## config.mk

```make
export PLATFORM = sky130hd
export DESIGN_NAME = life_step_engine
export DESIGN_NICKNAME = d
export VERILOG_FILES = /design/src/rtl/life_step_engine.sv
export SDC_FILE = /design/constraint.sdc
export NUM_CORES = 1
export LEC_CHECK = 0
export BUFFER_PORTS_ARGS = -buffer_cell sky130_fd_sc_hd__clkbuf_2
export CAP_MARGIN = 20
export CORE_MARGIN = 4
export CORE_UTILIZATION = 60
export DETAILED_ROUTE_END_ITERATION = 7
export PLACE_DENSITY_LB_ADDON = 0.25
export SYNTH_ARGS = -nofsm -noshare
export SYNTH_HDL_FRONTEND = slang
export SYNTH_SLANG_ARGS = --single-unit
```

## constraint.sdc

```tcl
create_clock -name clk -period 4.6 [get_ports clk]
set_input_delay 0.46 -clock clk [delete_from_list [all_inputs] [get_ports clk]]
set_output_delay 0.46 -clock clk [all_outputs]
set_load 0.03 [all_outputs]
```

## src/rtl/life_step_engine.sv

```systemverilog
`default_nettype none
// +----------------------------------------------------------------------------+
// | life_step_engine: one Game of Life generation on a toroidal grid, read    |
// | from the display bank and written to the back bank. Revision: 1.0        |
// +----------------------------------------------------------------------------+
module life_step_engine #(
    parameter int WIDTH  = 40,
    parameter int HEIGHT = 30
) (
    input  logic        clk,
    input  logic        reset_n,
    input  logic        start,
    output logic [9:0]  rd_x,
    output logic [8:0]  rd_y,
    input  logic        rd_data,
    output logic        wr_en,
    output logic [9:0]  wr_x,
    output logic [8:0]  wr_y,
    output logic        wr_data,
    output logic        swap,
    output logic        busy,
    output logic        done,
    output logic [15:0] gen_count
);
    localparam logic [9:0] c_X_LAST = 10'(WIDTH - 1);
    localparam logic [8:0] c_Y_LAST = 9'(HEIGHT - 1);

    typedef enum logic [2:0] {
        S_IDLE  = 3'd0,
        S_READ  = 3'd1,
        S_LAST  = 3'd2,
        S_WRITE = 3'd3,
        S_SWAP  = 3'd4
    } state_t;

    state_t     r_state;
    logic [3:0] r_k;
    logic [9:0] r_cx;
    logic [8:0] r_cy;
    logic [3:0] r_n;
    logic       r_self;

    logic [9:0] w_nx, w_bx, w_ax;
    logic [8:0] w_ny, w_by, w_ay;
    logic [3:0] w_idx, w_cap_idx, w_n_next;
    logic       w_is_nb, w_self_next, w_next_cell;

    assign w_nx = (r_cx == c_X_LAST) ? 10'd0 : r_cx + 10'd1;
    assign w_ny = (r_cx != c_X_LAST) ? r_cy :
                  (r_cy == c_Y_LAST) ? 9'd0 : r_cy + 9'd1;

    // Window address: in WRITE it targets k=0 of the cell the cursor moves to.
    always_comb begin
        w_bx  = r_cx;
        w_by  = r_cy;
        if (r_state == S_WRITE) begin
            w_bx = w_nx;
            w_by = w_ny;
        end
        w_idx = (r_state == S_READ) ? r_k + 4'd1 : 4'd0;
        w_ax  = w_bx;
        w_ay  = w_by;
        case (w_idx)
            4'd0, 4'd3, 4'd6: w_ax = (w_bx == 10'd0) ? c_X_LAST : w_bx - 10'd1;
            4'd2, 4'd5, 4'd8: w_ax = (w_bx == c_X_LAST) ? 10'd0 : w_bx + 10'd1;
            default: ;
        endcase
        case (w_idx)
            4'd0, 4'd1, 4'd2: w_ay = (w_by == 9'd0) ? c_Y_LAST : w_by - 9'd1;
            4'd6, 4'd7, 4'd8: w_ay = (w_by == c_Y_LAST) ? 9'd0 : w_by + 9'd1;
            default: ;
        endcase
    end

    // Data arriving now belongs to the address issued one cycle earlier.
    assign w_cap_idx   = (r_state == S_LAST) ? 4'd8 : r_k - 4'd1;
    assign w_is_nb     = (w_cap_idx != 4'd4);
    assign w_n_next    = r_n + {3'b000, rd_data & w_is_nb};
    assign w_self_next = w_is_nb ? r_self : rd_data;
    assign w_next_cell = (w_n_next == 4'd3) | (w_self_next & (w_n_next == 4'd2));

    always_ff @(posedge clk or negedge reset_n) begin
        if (!reset_n) begin
            r_state   <= S_IDLE;
            r_k       <= 4'd0;
            r_cx      <= 10'd0;
            r_cy      <= 9'd0;
            r_n       <= 4'd0;
            r_self    <= 1'b0;
            rd_x      <= 10'd0;
            rd_y      <= 9'd0;
            wr_en     <= 1'b0;
            wr_x      <= 10'd0;
            wr_y      <= 9'd0;
            wr_data   <= 1'b0;
            swap      <= 1'b0;
            busy      <= 1'b0;
            done      <= 1'b0;
            gen_count <= 16'd0;
        end else begin
            wr_en <= 1'b0;
            swap  <= 1'b0;
            done  <= 1'b0;
            case (r_state)
                S_IDLE: begin
                    if (start) begin
                        r_state <= S_READ;
                        busy    <= 1'b1;
                        r_k     <= 4'd0;
                        r_n     <= 4'd0;
                        r_self  <= 1'b0;
                        rd_x    <= w_ax;
                        rd_y    <= w_ay;
                    end
                end
                S_READ: begin
                    if (r_k != 4'd0) begin
                        r_n    <= w_n_next;
                        r_self <= w_self_next;
                    end
                    if (r_k == 4'd8) begin
                        r_state <= S_LAST;
                    end else begin
                        r_k  <= r_k + 4'd1;
                        rd_x <= w_ax;
                        rd_y <= w_ay;
                    end
                end
                S_LAST: begin
                    wr_en   <= 1'b1;
                    wr_x    <= r_cx;
                    wr_y    <= r_cy;
                    wr_data <= w_next_cell;
                    r_state <= S_WRITE;
                end
                S_WRITE: begin
                    r_n    <= 4'd0;
                    r_self <= 1'b0;
                    r_k    <= 4'd0;
                    r_cx   <= w_nx;
                    r_cy   <= w_ny;
                    if (r_cx == c_X_LAST && r_cy == c_Y_LAST) begin
                        r_state   <= S_SWAP;
                        swap      <= 1'b1;
                        done      <= 1'b1;
                        gen_count <= gen_count + 16'd1;
                    end else begin
                        r_state <= S_READ;
                        rd_x    <= w_ax;
                        rd_y    <= w_ay;
                    end
                end
                S_SWAP: begin
                    busy    <= 1'b0;
                    r_state <= S_IDLE;
                end
                default: r_state <= S_IDLE;
            endcase
        end
    end
endmodule
`default_nettype wire

```

==> results of run 1 <==
-- state kept, by name, indices dropped and copies added, names as in the netlist, 3 cells and up --
name	flops
gen_count	16
r_cx	10
r_cy	9
r_k	4
r_n	4
r_state	3
rd_x	10
rd_y	9
wr_x	10
wr_y	9
-- power by group through the flow --
stage	logic (mW)	registers, mW	clock network, mW
after global placement	0.0407	0.807	0
final	0.0405	0.792	0.567
after CTS	0.0422	0.792	0.579
after floorplan	0.0119	0.813	0
after detailed placement	0.0422	0.807	0
after global routing	0.0470	0.792	0.612
-- stage by stage --
stage,area (sq um),std cells,hold slack (ns),total power [mW],utilization
floorplan,5410,584,0.164,0.825,-
global placement,5780,731,0.457,0.848,0.660
detailed placement,5780,731,0.466,0.849,0.660
CTS,5990,747,0.0721,1.41,0.684
global route,5990,747,0.0847,1.45,0.684
finish,5990,747,0.0595,1.40,0.684
-- logic make-up (layout without fill, tap and decap cells) --
logic type                 count (synthesis)  in the layout  synth area share
muxes                                     24             24            0.0502
and+or+nand+nor                          229            229             0.232
DFF                                       89             89             0.412
buffers and inverters                     55            110            0.0405
AOI/OAI and AO/OA                        131            131             0.160
adders and majority gates                 16             16            0.0370
xor gates and xnor gates                  40             40            0.0676
-- layer usage --
metal | GRT usage | wire [um] | up-vias
met5 | 0 | 0 | -
met3 | 0.0359 | 935 | 23
met1 | 0.384 | 6190 | 2290
met4 | 0.0817 | 209 | 0
met2 | 0.395 | 5900 | 220
li1 | - | - | 2228
-- synth_stat cells, drive strengths merged (4+ instances only) --
cell	instances	area, sq um
dfrtp	89	2230
nand2	49	184
nor2	49	189
o21ai	35	175
a21oi	28	140
inv	27	101
xnor2	25	234
nor3	24	136
nand3	23	120
nand4	23	144
clkbuf	22	82.6
mux2	22	251
ha	16	200
a31oi	15	100
xor2	15	131
nor4	12	126
and2	8	50.1
and3	8	50.1
o22ai	8	50.1
o21a	7	52.6
buf	6	35.0
and3b	4	35.0
nor2b	4	25.0
o22a	4	35.0
or3	4	25.0
-- worst paths after layout --
kind                          startpoint             to  slack, ns
min                              reset_n        wr_data       0.06
max                           r_state[2]        rd_y[1]       0.87
max reg2reg                   r_state[2]        rd_y[1]       0.87
min reg2reg                gen_count[15]  gen_count[15]       0.48
min in group clk           gen_count[15]  gen_count[15]       0.48
max in group asynchronous        reset_n        rd_x[8]       3.51
-- cell type report --
cell class / instances / area [sq um] / share of cell area
repair buffers: 67 / 350 / 0.0585
multi-input cells: 440 / 2970 / 0.495
well taps: 108 / 135 / 0.0226
clock buffers: 10 / 138 / 0.0230
clock inverters: 6 / 72.6 / 0.0121
flip-flops and latches: 89 / 2230 / 0.372
inverters: 27 / 101 / 0.0169
==> flow_metrics.env, run 1 <==
export IMPL_ios=63
export IMPL_layout_drive_gt1_share=0.205
export IMPL_status="finished, final reports clean"
export IMPL_insertedDiodeCount=0
export IMPL_start_util=0.617
export IMPL_hold_viol=0
export IMPL_clock_root_buffer="clkbuf_8"
export IMPL_antenna_found_initial=0
export IMPL_fin_tns_setup_ns=0
export IMPL_critPathMostFrequentCell="nor4_4"
export IMPL_crit_slowest_cell="nand3b_1"
export IMPL_cp_top_family="simple AND/OR/NAND/NOR gates"
export IMPL_die_w_um=103
export IMPL_grt_usage=0.259
export IMPL_drv_cap=0
export IMPL_dr_total_vias=4761
export IMPL_max_slew_margin_rel=0.438
export IMPL_p_sw_mw=0.328
export IMPL_via_per_inst=6.37
export IMPL_timing_final_crit_share=0.812
export IMPL_cts_buffers=9
export IMPL_drt_wl_total_um=13200
export IMPL_p_per_area_mw_per_mm2=234
export IMPL_critPathBufInv=1
export IMPL_worstPathRequired_ns=4.83
export IMPL_drc=0
export IMPL_setup_viol=0
export IMPL_yosysUniqueCellTypes=72
export IMPL_pwr_share_comb=0.029
export IMPL_cts_tree="yes"
export IMPL_critPathKind="reg -> reg"
export IMPL_clkTransAtPathRegs_ns=0.10
export IMPL_syn_inst=584
export IMPL_leakage_nw=2.79
export IMPL_internal_power_mw=1.07
export IMPL_swShare=0.235
export IMPL_max_freq_mhz=268
export IMPL_cp_depth=9
export IMPL_syn_to_final_growth_pct=10.8
export IMPL_ctsHoldBuffers=0
export IMPL_wl_per_cell_um=17.7
export IMPL_rows=34
export IMPL_ys_warnings_count=0
export IMPL_postSynthAreaPerCell_sq_um=9.26
export IMPL_grt_pass1_vias=4486
export IMPL_clock_latency_ns=0.35
export IMPL_cts_max_level=3
export IMPL_synth_seq_cells=89
export IMPL_peakVddDrop_v=0.000152
export IMPL_core_area_sq_mm=0.00876
export IMPL_cts_sinks=89
export IMPL_fillCellCount=714
export IMPL_max_stage_delay_ns=0.71
export IMPL_ys_async_sr_fraction=1.00
export IMPL_io_buffer_count=62
export IMPL_grt_pass1_wl_um=21900
export IMPL_synth_ff_type="dfrtp_1"
export IMPL_ff2ff_path_depth=9
export IMPL_path_cells="nand3b_1 > nor4_4 > nand4_1 > xor2_1 > inv_2 > nor4_4 > a31oi_2 > and2_1 > o32a_1"
export IMPL_dr_pass1_iters=7
export IMPL_postCtsSetupRepairBufs=0
export IMPL_overflow=0
export IMPL_worst_setup_path_end_kind="register"
export IMPL_setup_slack_ns=0.865
export IMPL_critical_path_max_fanout=20
export IMPL_worst_clock_skew_ns=0.0121
export IMPL_drt_iter0_drc=524
export IMPL_hold_path_class="in -> async"
export IMPL_crit_arrival_ns=3.97
export IMPL_rsz0062_at_grt="no"
export IMPL_syn_area_sq_mm=0.00541
export IMPL_cts_resized=0
export IMPL_ys_seq_area_frac=0.412
export IMPL_period_minus_slack_ns=3.73
export IMPL_p_seq_frac=0.566
export IMPL_worst_slew_pin_slew_ns=0.838
export IMPL_layout_common_cells="dfrtp_1, clkbuf_2, nand2_1, nor2_1, o21ai_0"
export IMPL_gp_congestion=0.923
export IMPL_synth_edf_count=0
export IMPL_clk_path_buf_depth=2
export IMPL_hpwl_um=9420
export IMPL_fin_nets=654
export IMPL_power_frac_clock=0.405
export IMPL_grt_max_degree=53
export IMPL_fp_dieH_um=103
export IMPL_synth_nets=604
export IMPL_slew_violations=0
export IMPL_pre_cts_slack_ns=0.977
export IMPL_final_common_cell="dfrtp_1"
export IMPL_final_antenna_net_count=0
export IMPL_startpoint_type="register"
export IMPL_die_area_sq_mm=0.0106
(Power assumes the default switching activity.)
==> run 2, diff against run 1 <==
CORE_UTILIZATION = 53   (was 60)
clock period = 3.3 ns   (was 4.6 ns; I/O delays follow)
==> run 2 against run 1 <==
Compared with the run above: cell count increased by 9.1%; die area increased by 12%; final area increased by 6.7%; core utilization decreased by 3.6 points; register-to-register slack got worse by 0.77 ns; highest routed layer unchanged; routed wire length increased by 4.4%.
==> flow_metrics.env, run 2 (synthesis results as in run 1) <==
export IMPL_cts_buffers=9
export IMPL_drv_cap=0
export IMPL_dr_pass1_iters=5
export IMPL_worst_setup_path_end_kind="register"
export IMPL_fp_dieH_um=109
export IMPL_timing_final_crit_share=0.970
export IMPL_hpwl_um=10100
export IMPL_pwr_share_comb=0.029
export IMPL_grt_pass1_vias=4526
export IMPL_startpoint_type="register"
export IMPL_ios=63
export IMPL_slew_violations=0
export IMPL_die_w_um=109
export IMPL_core_area_sq_mm=0.00986
export IMPL_power_frac_clock=0.430
export IMPL_worst_clock_skew_ns=0.0158
export IMPL_overflow=0
export IMPL_antenna_found_initial=0
export IMPL_p_sw_mw=0.468
export IMPL_worstPathRequired_ns=3.55
export IMPL_top_register="gen_count"
export IMPL_ff2ff_path_depth=11
export IMPL_largest_register_ffs=16
export IMPL_swShare=0.230
export IMPL_max_slew_margin_rel=0.558
export IMPL_r2r_setup_slack_ns=0.1
export IMPL_wl_per_cell_um=16.9
export IMPL_drc=0
export IMPL_die_area_sq_mm=0.0119
export IMPL_setup_viol=0
export IMPL_layout_common_cells="dfrtp_1, clkbuf_2, nand2_1, buf_4, nor2_1"
export IMPL_clk_path_buf_depth=2
export IMPL_fillCellCount=818
export IMPL_fin_nets=697
export IMPL_hold_path_class="in -> reg"
export IMPL_grt_usage=0.244
export IMPL_rsz0062_at_grt="yes"
export IMPL_via_per_inst=5.93
export IMPL_grt_max_degree=48
export IMPL_grt_pass1_wl_um=22900
export IMPL_seqCellArea_sq_mm=0.00223
export IMPL_place_area_sq_mm=0.00612
export IMPL_fin_area_sq_mm=0.00639
export IMPL_leakage_nw=3.02
export IMPL_rows=36
export IMPL_p_per_area_mw_per_mm2=319
export IMPL_gp_congestion=0.955
export IMPL_max_freq_mhz=312
export IMPL_critPathKind="reg -> reg"
export IMPL_crit_arrival_ns=3.45
export IMPL_period_minus_slack_ns=3.20
export IMPL_multi_input_area_sq_mm=0.00299
export IMPL_drt_iter0_drc=387
export IMPL_cts_tree="yes"
export IMPL_clock_latency_ns=0.37
export IMPL_critical_path_max_fanout=7
export IMPL_p_total_mw=2.04
export IMPL_insertedDiodeCount=0
export IMPL_status="finished, final reports clean"
export IMPL_final_antenna_net_count=0
export IMPL_min_path_cells=4
export IMPL_dr_total_vias=4836
export IMPL_cts_sinks=89
export IMPL_cts_max_level=3
export IMPL_start_util=0.548
export IMPL_syn_to_final_growth_pct=18.2
export IMPL_clock_root_buffer="clkbuf_8"
export IMPL_hold_viol=0
export IMPL_clkTransAtPathRegs_ns=0.10
export IMPL_worst_slew_pin_slew_ns=0.659
export IMPL_io_buffer_count=62
export IMPL_drt_wl_total_um=13800
export IMPL_internal_power_mw=1.57
export IMPL_layout_drive_gt1_share=0.258
export IMPL_p_seq_frac=0.541
export IMPL_final_common_cell="dfrtp_1"
export IMPL_peakVddDrop_v=0.000172
run 2: timing repair:
action / CTS / global route
endpoints found under the setup margin: 0 / 7
hold buffers: 1 / 0
endpoints found under the hold margin: 45 / 0
setup buffers: 0 / 1
gates resized for setup: 0 / 3
run 2: power groups by stage:
stage          Combinational, mW  Clock, mW  Sequential, mW
2_1_floorplan             0.0166          0            1.13
3_3_place_gp              0.0578          0            1.12
3_5_place_dp              0.0600          0            1.13
4_1_cts                   0.0610      0.888            1.10
5_1_grt                   0.0705      0.938            1.11
6_report                  0.0590      0.877            1.10
run 2: final cells by class:
type | instances | area share
flip-flops and latches | 89 | 0.348
clock inverters | 6 | 0.0149
repair buffers | 110 | 0.106
multi-input cells | 440 | 0.468
clock buffers | 10 | 0.0215
well taps | 133 | 0.0260
inverters | 27 | 0.0159
run 2: metrics by stage:
stage / utilization / instances / setup TNS (ns) / hold WS, ns / setup WS (ns)
finish: 0.648 / 815 / 0 / 0.382 / 0.0999
global route: 0.648 / 815 / -0.0697 / 0.417 / -0.0281
CTS: 0.645 / 814 / 0 / 0.372 / 0.0490
detailed placement: 0.620 / 797 / 0 / 0.386 / 0.104
global placement: 0.620 / 797 / 0 / 0.375 / 0.142
floorplan: - / 584 / 0 / 0.0344 / 0.176
run 2: metal layers:
metal,global-route usage,vias to the layer above,wire length (um)
li1,-,2313,-
met1,0.373,2325,6730
met2,0.353,179,6020
met3,0.0456,19,863
met4,0.0640,0,193
met5,0,-,0
run 2: worst paths after layout:
check | start | endpoint
max | r_cx[9] | rd_y[6]
min | start | busy
max reg2reg | r_cx[9] | rd_y[6]
min reg2reg | gen_count[15] | gen_count[15]
max in group asynchronous | reset_n | wr_x[7]
min in group asynchronous | reset_n | wr_y[3]
run 2: critical path, cell delays in order, from the launching register on:
cell	delay, ns
dfrtp_1	0.43
or3b_2	0.58
nor4_4	0.28
buf_4	0.19
nand2_1	0.07
o22ai_1	0.28
ha_1	0.26
inv_1	0.11
nor4_2	0.31
xnor2_1	0.17
a2bb2o_4	0.23
o22a_1	0.17
==> run 3, diff against run 2 <==
ABC_AREA = 1   (was not set)
CORE_UTILIZATION = 54   (was 53)
==> run 3 against run 2 <==
Compared with the run above: fmax increased by 10%; routed wire length down 4.8%; global-route usage decreased by 1.1 points; register-to-register slack gained 0.29 ns; cell count grew 19%; largest cell class unchanged; largest power group is now combinational cells.
==> flow_metrics.env, run 3 <==
export IMPL_status="finished, final reports clean"
export IMPL_yosys_area_share_simple=0.365
export IMPL_largest_register_ffs=16
export IMPL_grt_usage=0.233
export IMPL_drv_cap=0
export IMPL_critPathKind="reg -> reg"
export IMPL_hold_viol=0
export IMPL_final_common_cell="nand2_1"
export IMPL_setup_viol=0
export IMPL_ys_seq_area_frac=0.400
export IMPL_synth_compound_area_frac=0.0742
export IMPL_start_util=0.562
export IMPL_fin_tns_setup_ns=0
export IMPL_path_cells="inv_2 > nand3_4 > inv_2 > nand3_2 > o21ai_1 > inv_1 > ha_1 > nand3_1 > nor2_2 > a21oi_2 > nand3_1 > nand3_1 > nand2_1 > inv_1"
export IMPL_grt_pass1_wl_um=22200
export IMPL_wl_per_cell_um=13.5
export IMPL_yosys_area_share_xor_xnor=0.0441
export IMPL_drt_wl_total_um=13100
export IMPL_cts_resized=0
export IMPL_synth_seq_cells=89
export IMPL_worst_slew_pin_slew_ns=0.530
export IMPL_layout_drive_gt1_share=0.164
export IMPL_antenna_found_initial=0
export IMPL_syn_inst=764
export IMPL_ys_top_cells_by_count="nand2_1, inv_1, dfrtp_1, nor2_1, nand3_1"
export IMPL_dr_pass1_iters=5
export IMPL_max_freq_mhz=344
export IMPL_hold_path_class="in -> reg"
export IMPL_syn_area_sq_mm=0.00557
export IMPL_hold_start="start"
export IMPL_hold_slack_ns=0.272
export IMPL_p_per_area_mw_per_mm2=780
export IMPL_clock_root_buffer="clkbuf_8"
export IMPL_synth_area_leader_cell="dfrtp_1"
export IMPL_core_area_sq_mm=0.00991
export IMPL_worst_setup_path_end_kind="register"
export IMPL_period_minus_slack_ns=2.91
export IMPL_synth_top_family_by_area="simple AND/OR/NAND/NOR gates"
export IMPL_cts_buffers=9
export IMPL_layout_common_cells="nand2_1, inv_1, dfrtp_1, nor2_1, nand3_1"
export IMPL_cp_top_family="simple AND/OR/NAND/NOR gates"
export IMPL_leakage_nw=3.29
export IMPL_critPathBufInv=4
export IMPL_drt_iter0_drc=205
export IMPL_fillCellCount=914
export IMPL_drc=0
export IMPL_worst_clock_skew_ns=0.00858
export IMPL_rsz0062_at_grt="no"
export IMPL_io_buffer_count=62
export IMPL_critical_path_max_fanout=17
export IMPL_cts_tree="yes"
export IMPL_max_slew_margin_rel=0.647
export IMPL_clock_latency_ns=0.36
export IMPL_peakVddDrop_v=0.000689
export IMPL_ios=63
export IMPL_p_total_mw=4.86
export IMPL_reg2reg_from="r_state[2]"
export IMPL_hpwl_um=9950
export IMPL_grt_pass1_vias=4751
export IMPL_die_area_sq_mm=0.0120
export IMPL_postSynthAreaPerCell_sq_um=7.28
export IMPL_startpoint_type="register"
export IMPL_synthTopCellsByArea="dfrtp_1, nand2_1, nand3_1, inv_1, nor2_1"
export IMPL_overflow=0
export IMPL_synth_nets=784
export IMPL_synth_top_area_frac=0.400
export IMPL_whs_endpoint="busy"
export IMPL_cts_sinks=89
export IMPL_clkTransAtPathRegs_ns=0.09
export IMPL_synth_most_common_cell="nand2_1"
export IMPL_syn_to_final_growth_pct=12.0
export IMPL_cts_max_level=3
export IMPL_grt_max_degree=90
export IMPL_synth_mux_area_frac=0
export IMPL_crit_slowest_cell="dfrtp_1"
export IMPL_place_area_sq_mm=0.00601
export IMPL_critPathMostFrequentCell="nand3_1"
export IMPL_fin_nets=852
export IMPL_r2r_setup_slack_ns=0.39
export IMPL_top_register="gen_count"
export IMPL_worstPathRequired_ns=3.61
export IMPL_crit_arrival_ns=3.22
export IMPL_final_antenna_net_count=0
export IMPL_timing_final_crit_share=0.881
export IMPL_regToRegEndpoint="rd_y[7]"
export IMPL_insertedDiodeCount=0
export IMPL_ys_async_sr_fraction=1.00
export IMPL_finish_utilization=0.629
export IMPL_via_per_inst=5.22
export IMPL_rows=36
export IMPL_die_w_um=110
export IMPL_fp_dieH_um=110
export IMPL_min_path_cells=3
export IMPL_gp_congestion=0.956
export IMPL_fin_area_sq_mm=0.00623
export IMPL_synth_adder_area_share=0.0360
export IMPL_clk_path_buf_depth=2
export IMPL_yosysUniqueCellTypes=38
export IMPL_max_stage_delay_ns=0.44
export IMPL_ff2ff_path_depth=14
export IMPL_synth_ff_type="dfrtp_1"
export IMPL_synth_edf_count=0
export IMPL_slew_violations=0
export IMPL_ys_warnings_count=0
export IMPL_dr_total_vias=5060
==> run 3: worst register-to-register path, stage by stage, from the launching register on <==
cell,delay (ns)
dfrtp_1,0.44
inv_2,0.12
nand3_4,0.16
inv_2,0.31
nand3_2,0.19
o21ai_1,0.44
inv_1,0.19
ha_1,0.24
nand3_1,0.09
nor2_2,0.07
a21oi_2,0.27
nand3_1,0.13
nand3_1,0.10
nand2_1,0.05
inv_1,0.05
==> run 3: final cells by class <==
cell class / instances / area [sq um] / area share
sequential: 89 / 2230 / 0.357
multi-input combinational: 560 / 2890 / 0.464
clock inverter: 6 / 43.8 / 0.00703
clock buffer: 10 / 138 / 0.0221
inverter: 105 / 394 / 0.0632
timing repair buffer: 67 / 373 / 0.0598
tap: 133 / 166 / 0.0267
==> run 3: worst max path at each step <==
stage               start  endpoint  slack (ns)  cells past startpoint
4_1_cts        r_state[2]   rd_y[7]        0.43                     14
2_1_floorplan     r_cx[0]   rd_x[8]        0.88                     18
5_1_grt        r_state[1]   rd_y[7]        0.07                     13
6_report       r_state[2]   rd_y[7]        0.39                     14
3_3_place_gp      r_cx[0]   rd_x[8]        0.57                     18
3_5_place_dp   r_state[2]   rd_y[7]        0.47                     14
==> run 3: routing by layer <==
layer  global-route usage  vias up  part of all wire
met5                    0        -                 0
met4               0.0659        0             0.012
met3               0.0364       13             0.048
met2                0.378      137              0.46
met1                0.325     2324              0.48
li1                     -     2586                 -
==> run 3: stage by stage <==
stage / cells / setup slack [ns]
5_1_grt: 970 / 0.0702
4_1_cts: 968 / 0.430
3_5_place_dp: 952 / 0.472
2_1_floorplan: 764 / 0.885
3_3_place_gp: 952 / 0.568
6_report: 970 / 0.392
==> run 3: cell families (layout without fill, tap and decap cells) <==
logic type | after synthesis | count (layout)
fa+ha+maj | 16 | 16
compound gates | 75 | 75
flops | 89 | 89
buf+inv | 115 | 188
xor+xnor | 28 | 28
simple gates | 441 | 441
==> run 3: where the power goes <==
| part | total, mW | switching (mW) | internal [mW] |
|---|---|---|---|
| Clock | 0.686 | 0.391 | 0.295 |
| Combinational | 2.67 | 1.88 | 0.798 |
| Sequential | 1.50 | 0.184 | 1.32 |
| Total | 4.86 | 2.45 | 2.41 |
==> run 3: repair_timing <==
| item | CTS | global route |
|---|---|---|
| hold buffers | 0 | 1 |
| setup buffers | 0 | 0 |
| setup endpoints to repair | 0 | 0 |
| endpoints found under the hold margin | 0 | 39 |
